[config.mk]
export PLATFORM = sky130hd
export DESIGN_NAME = fft8_stream
export DESIGN_NICKNAME = d
export VERILOG_FILES = /design/src/rtl/fft8_stream.sv
export SDC_FILE = /design/constraint.sdc
export NUM_CORES = 1
export LEC_CHECK = 0
export CAP_MARGIN = 20
export CORE_MARGIN = 8
export CORE_UTILIZATION = 30
export CTS_BUF_LIST = sky130_fd_sc_hd__clkbuf_8
export DETAILED_ROUTE_END_ITERATION = 12
export GPL_TIMING_DRIVEN = 0
export PLACE_DENSITY = 0.53
export SLEW_MARGIN = 0
export SYNTH_ARGS = -nofsm -noshare
export SYNTH_HDL_FRONTEND = slang
export SYNTH_SLANG_ARGS = --single-unit
[constraint.sdc]
create_clock -name clk -period 20.4 [get_ports clk]
set_input_delay 3.06 -clock clk [delete_from_list [all_inputs] [get_ports clk]]
set_output_delay 3.06 -clock clk [all_outputs]
set_load 0.01 [all_outputs]
[src/rtl/fft8_stream.sv]
// fft8_stream: sequential 8-point radix-2 DIT FFT over real signed samples.
// Samples are loaded serially into a bit-reversed RAM. One shared butterfly unit
// runs the 12 butterflies in place, then the 8 complex bins stream out in natural
// order under valid/ready. Only one frame is in flight at a time.
module fft8_stream #(
  parameter int DW      = 4,
  parameter int OW      = DW + 3,
  parameter int TW_FRAC = 8
) (
  input  logic                 clk,
  input  logic                 rst,
  input  logic                 in_valid,
  output logic                 in_ready,
  input  logic signed [DW-1:0] in_data,
  output logic                 out_valid,
  input  logic                 out_ready,
  output logic signed [OW-1:0] out_re,
  output logic signed [OW-1:0] out_im,
  output logic [2:0]           out_idx,
  output logic                 out_last
);

  localparam int IW   = OW + 1;
  localparam int PW   = IW + TW_FRAC + 3;
  // round(sqrt(2)/2 * 2^TW_FRAC); 46341/65536 approximates sqrt(2)/2
  localparam int TW_C = (46341 * (1 << TW_FRAC) + 32768) >> 16;
  localparam logic signed [PW-1:0] TW_C_S  = PW'(TW_C);
  localparam logic signed [PW-1:0] TW_HALF = PW'(1 << (TW_FRAC - 1));
  localparam logic signed [IW-1:0] SAT_HI  = IW'((1 << (OW - 1)) - 1);
  localparam logic signed [IW-1:0] SAT_LO  = IW'(-(1 << (OW - 1)));

  typedef enum logic [1:0] {S_LOAD, S_CALC, S_OUT} state_t;

  state_t               state_q, state_d;
  logic [3:0]           cnt_q, cnt_d;
  logic                 in_ready_q, in_ready_d;
  logic                 out_valid_q, out_valid_d;
  logic signed [IW-1:0] re_q [8];
  logic signed [IW-1:0] im_q [8];
  logic signed [IW-1:0] re_d [8];
  logic signed [IW-1:0] im_d [8];

  logic [1:0]           bf_stage, bf_b, bf_tw;
  logic [2:0]           bf_i, bf_j;
  logic signed [IW-1:0] a_re, a_im, b_re, b_im, t_re, t_im;
  logic signed [IW:0]   s_pp, s_mp, s_nn;

  // x * C with round-half-up and arithmetic shift back to IW bits
  function automatic logic signed [IW-1:0] tw_mul(input logic signed [IW:0] x);
    logic signed [PW-1:0] p;
    p = PW'(x);
    p = p * TW_C_S + TW_HALF;
    return IW'(p >>> TW_FRAC);
  endfunction

  // clamp an internal value to the OW-bit output range
  function automatic logic signed [OW-1:0] sat_ow(input logic signed [IW-1:0] v);
    if (v > SAT_HI) return {1'b0, {(OW-1){1'b1}}};
    else if (v < SAT_LO) return {1'b1, {(OW-1){1'b0}}};
    else return v[OW-1:0];
  endfunction

  function automatic logic [2:0] rev3(input logic [2:0] n);
    return {n[0], n[1], n[2]};
  endfunction

  // butterfly addressing and twiddle product for the current CALC step
  always_comb begin
    bf_stage = cnt_q[3:2];
    bf_b     = cnt_q[1:0];
    case (bf_stage)
      2'd0: begin
        bf_i  = {bf_b, 1'b0};
        bf_j  = {bf_b, 1'b1};
        bf_tw = 2'd0;
      end
      2'd1: begin
        bf_i  = {bf_b[1], 1'b0, bf_b[0]};
        bf_j  = {bf_b[1], 1'b1, bf_b[0]};
        bf_tw = {bf_b[0], 1'b0};
      end
      default: begin
        bf_i  = {1'b0, bf_b};
        bf_j  = {1'b1, bf_b};
        bf_tw = bf_b;
      end
    endcase
    a_re = re_q[bf_i];
    a_im = im_q[bf_i];
    b_re = re_q[bf_j];
    b_im = im_q[bf_j];
    s_pp = {b_re[IW-1], b_re} + {b_im[IW-1], b_im};
    s_mp = {b_im[IW-1], b_im} - {b_re[IW-1], b_re};
    s_nn = '0 - s_pp;
    case (bf_tw)
      2'd0: begin
        t_re = b_re;
        t_im = b_im;
      end
      2'd1: begin
        t_re = tw_mul(s_pp);
        t_im = tw_mul(s_mp);
      end
      2'd2: begin
        t_re = b_im;
        t_im = -b_re;
      end
      default: begin
        t_re = tw_mul(s_mp);
        t_im = tw_mul(s_nn);
      end
    endcase
  end

  // frame sequencing: load samples, run butterflies in place, stream bins
  always_comb begin
    state_d = state_q;
    cnt_d   = cnt_q;
    re_d    = re_q;
    im_d    = im_q;
    case (state_q)
      S_LOAD: begin
        if (in_valid && in_ready_q) begin
          re_d[rev3(cnt_q[2:0])] = {{(IW-DW){in_data[DW-1]}}, in_data};
          im_d[rev3(cnt_q[2:0])] = '0;
          if (cnt_q == 4'd7) begin
            cnt_d   = '0;
            state_d = S_CALC;
          end else begin
            cnt_d = cnt_q + 4'd1;
          end
        end
      end
      S_CALC: begin
        re_d[bf_i] = a_re + t_re;
        im_d[bf_i] = a_im + t_im;
        re_d[bf_j] = a_re - t_re;
        im_d[bf_j] = a_im - t_im;
        if (cnt_q == 4'd11) begin
          cnt_d   = '0;
          state_d = S_OUT;
        end else begin
          cnt_d = cnt_q + 4'd1;
        end
      end
      S_OUT: begin
        if (out_ready) begin
          if (cnt_q == 4'd7) begin
            cnt_d   = '0;
            state_d = S_LOAD;
          end else begin
            cnt_d = cnt_q + 4'd1;
          end
        end
      end
      default: begin
        cnt_d   = '0;
        state_d = S_LOAD;
      end
    endcase
    in_ready_d  = (state_d == S_LOAD);
    out_valid_d = (state_d == S_OUT);
  end

  // state, counters, handshake flags and sample RAM; reset aborts any frame
  always_ff @(posedge clk) begin
    if (rst) begin
      state_q     <= S_LOAD;
      cnt_q       <= '0;
      in_ready_q  <= 1'b0;
      out_valid_q <= 1'b0;
      for (int k = 0; k < 8; k++) begin
        re_q[k] <= '0;
        im_q[k] <= '0;
      end
    end else begin
      state_q     <= state_d;
      cnt_q       <= cnt_d;
      in_ready_q  <= in_ready_d;
      out_valid_q <= out_valid_d;
      re_q        <= re_d;
      im_q        <= im_d;
    end
  end

  assign in_ready  = in_ready_q;
  assign out_valid = out_valid_q;
  assign out_re    = out_valid_q ? sat_ow(re_q[cnt_q[2:0]]) : '0;
  assign out_im    = out_valid_q ? sat_ow(im_q[cnt_q[2:0]]) : '0;
  assign out_idx   = out_valid_q ? cnt_q[2:0] : 3'd0;
  assign out_last  = out_valid_q && (cnt_q == 4'd7);

endmodule

==> impl_metrics.yaml <==
timing:
  fin_crit_ns: 13.94
  fin_crit_sh_pct: 68.3
  worst_slew_pin_slew_ns: 1.28
  max_freq_ghz: 0.0717
  setup-tns-final_ns: 0
  hold_viol_final: 0
  finalSetupViolations: 0
  slew_headroom_pct: 14.9
  final_max_slew_viol_count: 0
  finClkSkew_ns: 0.0200
  rsz0062_at_grt: "no"
cts:
  cts_root_buf: "clkbuf_8"
  worstSkewPairLatency_ns: 0.53
  cts_tree: "done"
  post_cts_resized: 0
  cts.path.max_buffers: 2
  clk_pin_slew_ns: 0.10
  cts_hold_buffers: 0
  cts_made_buffers: 17
  cts_setup_buffers: 0
  h-tree-depth: 4
  cts.sinks: 136
worst_setup_path:
  critPathMaxFanout: 10
  reg2regPathDepth: 45
  timing.rr.start: "cnt_q[0]"
  worstPathArrival_ns: 14.37
  critical_path_class: "flop to flop"
  cp-start-kind: "flop"
  end_kind: "flop"
  crit_top_cell: "ha_1"
  critPathRequiredTime_ns: 20.83
  max_stage_delay_ns: 0.94
  startpoint: "cnt_q[0]"
  slowest_stage: "buf_1"
  regToRegSetupSlack_ns: 6.46
  rr_endpoint: "im_q[31]"
layout:
  final_util_pct: 33.2
  fin_cells: 2737
  final_cell_mix: "nor2_1, ha_1, inv_1"
  final_common_cell: "nor2_1"
  num-fill-cells: 5559
  area_growth_pct: 10.1
  drive_above_1_share_pct: 6.25
  final_nets: 2307
  antenna_cells: 0
hold_path:
  hold_path.class: "flop to flop"
  hp-start: "im_q[63]"
  whs_endpoint: "im_q[63]"
  hold_depth: 2
yosys:
  yosysUniqueCellTypes: 89
  synth_ff_type: "dfxtp_1"
  ys_warn_count: 0
  netlist_instances: 1983
  ys_seq_elements: 136
  seq_area_frac_synth_pct: 17.3
  synth_area_mm2: 0.0158
  avgSynthCellArea_um2: 7.95
  syn_nets: 2254
  async_flop_share_pct: 0
  synth_enable_flop_cells: 0
floorplan:
  rows: 84
  die_h_um: 245
  start_util_pct: 30.2
  core_area_mm2: 0.0522
  die_x_um: 245
  io_pins: 28
  die-area_mm2: 0.0601
run:
  cap_violations: 0
placement:
  dp.cells: 2700
  finalWeightedCongestion: 1.05
  dp_hpwl_um: 56700
  io_buffer_count: 26
detailed_routing:
  drc: 0
  routed_via_density: 6.12
  ant_nets: 0
  num_vias: 16700
  drt_iter0_markers: 2485
  post_drt_wl_per_cell_um: 27.8
  first_pass_iters: 9
  drt_wl_total_um: 76100
pwr:
  leakage_nw: 7.06
  cellPowerDensity_mw_per_mm2: 183
  ir_worst_vdd_mv: 0.194
  finalPower_w: 0.00317
grt:
  grt_pass1_wl_um: 109000
  grt_usage_pct: 24.5
  grt_max_degree: 17
  antenna_found_initial: 0
  overflow: 0
  grt_pass1_vias: 15900
status:
  outcome: "completed"
## worst max-delay path, delay by kind of cell, from the launching register on
kind                     cells  cell delay [ns]
AND/OR/NAND/NOR              7             0.82
multiplexers                 1             0.16
flip-flops                   1             0.64
AO/OA/AOI/OAI               14             3.91
buffers and inverters       10             3.25
XOR/XNOR                     4             1.41
adder cells (fa/ha/maj)      9             3.62
## per-layer routing
layer	vias up	wire (µm)	GRT usage, %
met5	-	0	0
met1	8004	30500	31.0
met3	285	8250	6.67
met2	1224	32200	37.0
met4	0	5180	14.3
li1	7224	-	-
## cell families (layout without fill, tap and decap cells)
logic type               Yosys count  count (layout)  share of synthesized area, %
flip-flops                       136             136                          17.3
adder cells (fa/ha/maj)          263             263                          24.1
XOR/XNOR                          80              80                          4.53
AO/OA/AOI/OAI                    568             568                          23.9
multiplexers                      57              57                          6.15
AND/OR/NAND/NOR                  582             582                          16.6
buffers and inverters            297             363                          7.48
## power breakdown
| group | internal (W) | switching [W] |
|---|---|---|
| clock | 0.000109 | 0.000137 |
| sequential | 0.000267 | 0.00000275 |
| combinational | 0.00111 | 0.00155 |
## cell usage after synthesis, types with 55 or more instances
cell type / number / share of area, %
nor2_1: 238 / 5.7
ha_1: 195 / 15
inv_1: 164 / 3.9
nand2_1: 164 / 3.9
a21oi_1: 136 / 4.3
dfxtp_1: 136 / 17
o22ai_1: 101 / 4.0
clkbuf_1: 90 / 2.1
o21ai_0: 72 / 2.3
fa_1: 68 / 8.6
xnor2_1: 56 / 3.1
nor3_1: 55 / 1.7
## layout make-up
type	count	area, µm²	share of cell area (%)
clock inverters	15	151	0.872
repair buffers	34	328	1.89
multi-input cells	1550	11900	68.5
inverters	170	642	3.70
flip-flops and latches	136	2720	15.7
plain buffers	127	537	3.09
clock buffers	17	234	1.35
well taps	688	861	4.96
## state kept, by name (all words and copies together) (netlist names)
name       count
state_q        2
re_q          64
cnt_q          4
im_q          64
in_ready       1
out_valid      1
## through the flow
step	cell area, µm²	worst slack [ns]	hold WS [ns]
final	17400	6.46	0.499
after detailed placement	16900	6.80	0.481
after global placement	16900	6.38	0.473
after floorplan	15800	9.58	0.442
after global routing	17400	5.98	0.504
after CTS	17300	6.73	0.496
## worst max-delay path by stage
stage | endpoint | slack [ns] | cells after the start
after floorplan | im_q[39] | 9.58 | 43
after global placement | im_q[39] | 6.38 | 44
after detailed placement | im_q[31] | 6.80 | 45
after CTS | im_q[31] | 6.73 | 45
after global routing | im_q[31] | 5.98 | 45
final | im_q[31] | 6.46 | 45
Note: power is estimated with default switching activity, not from simulation.
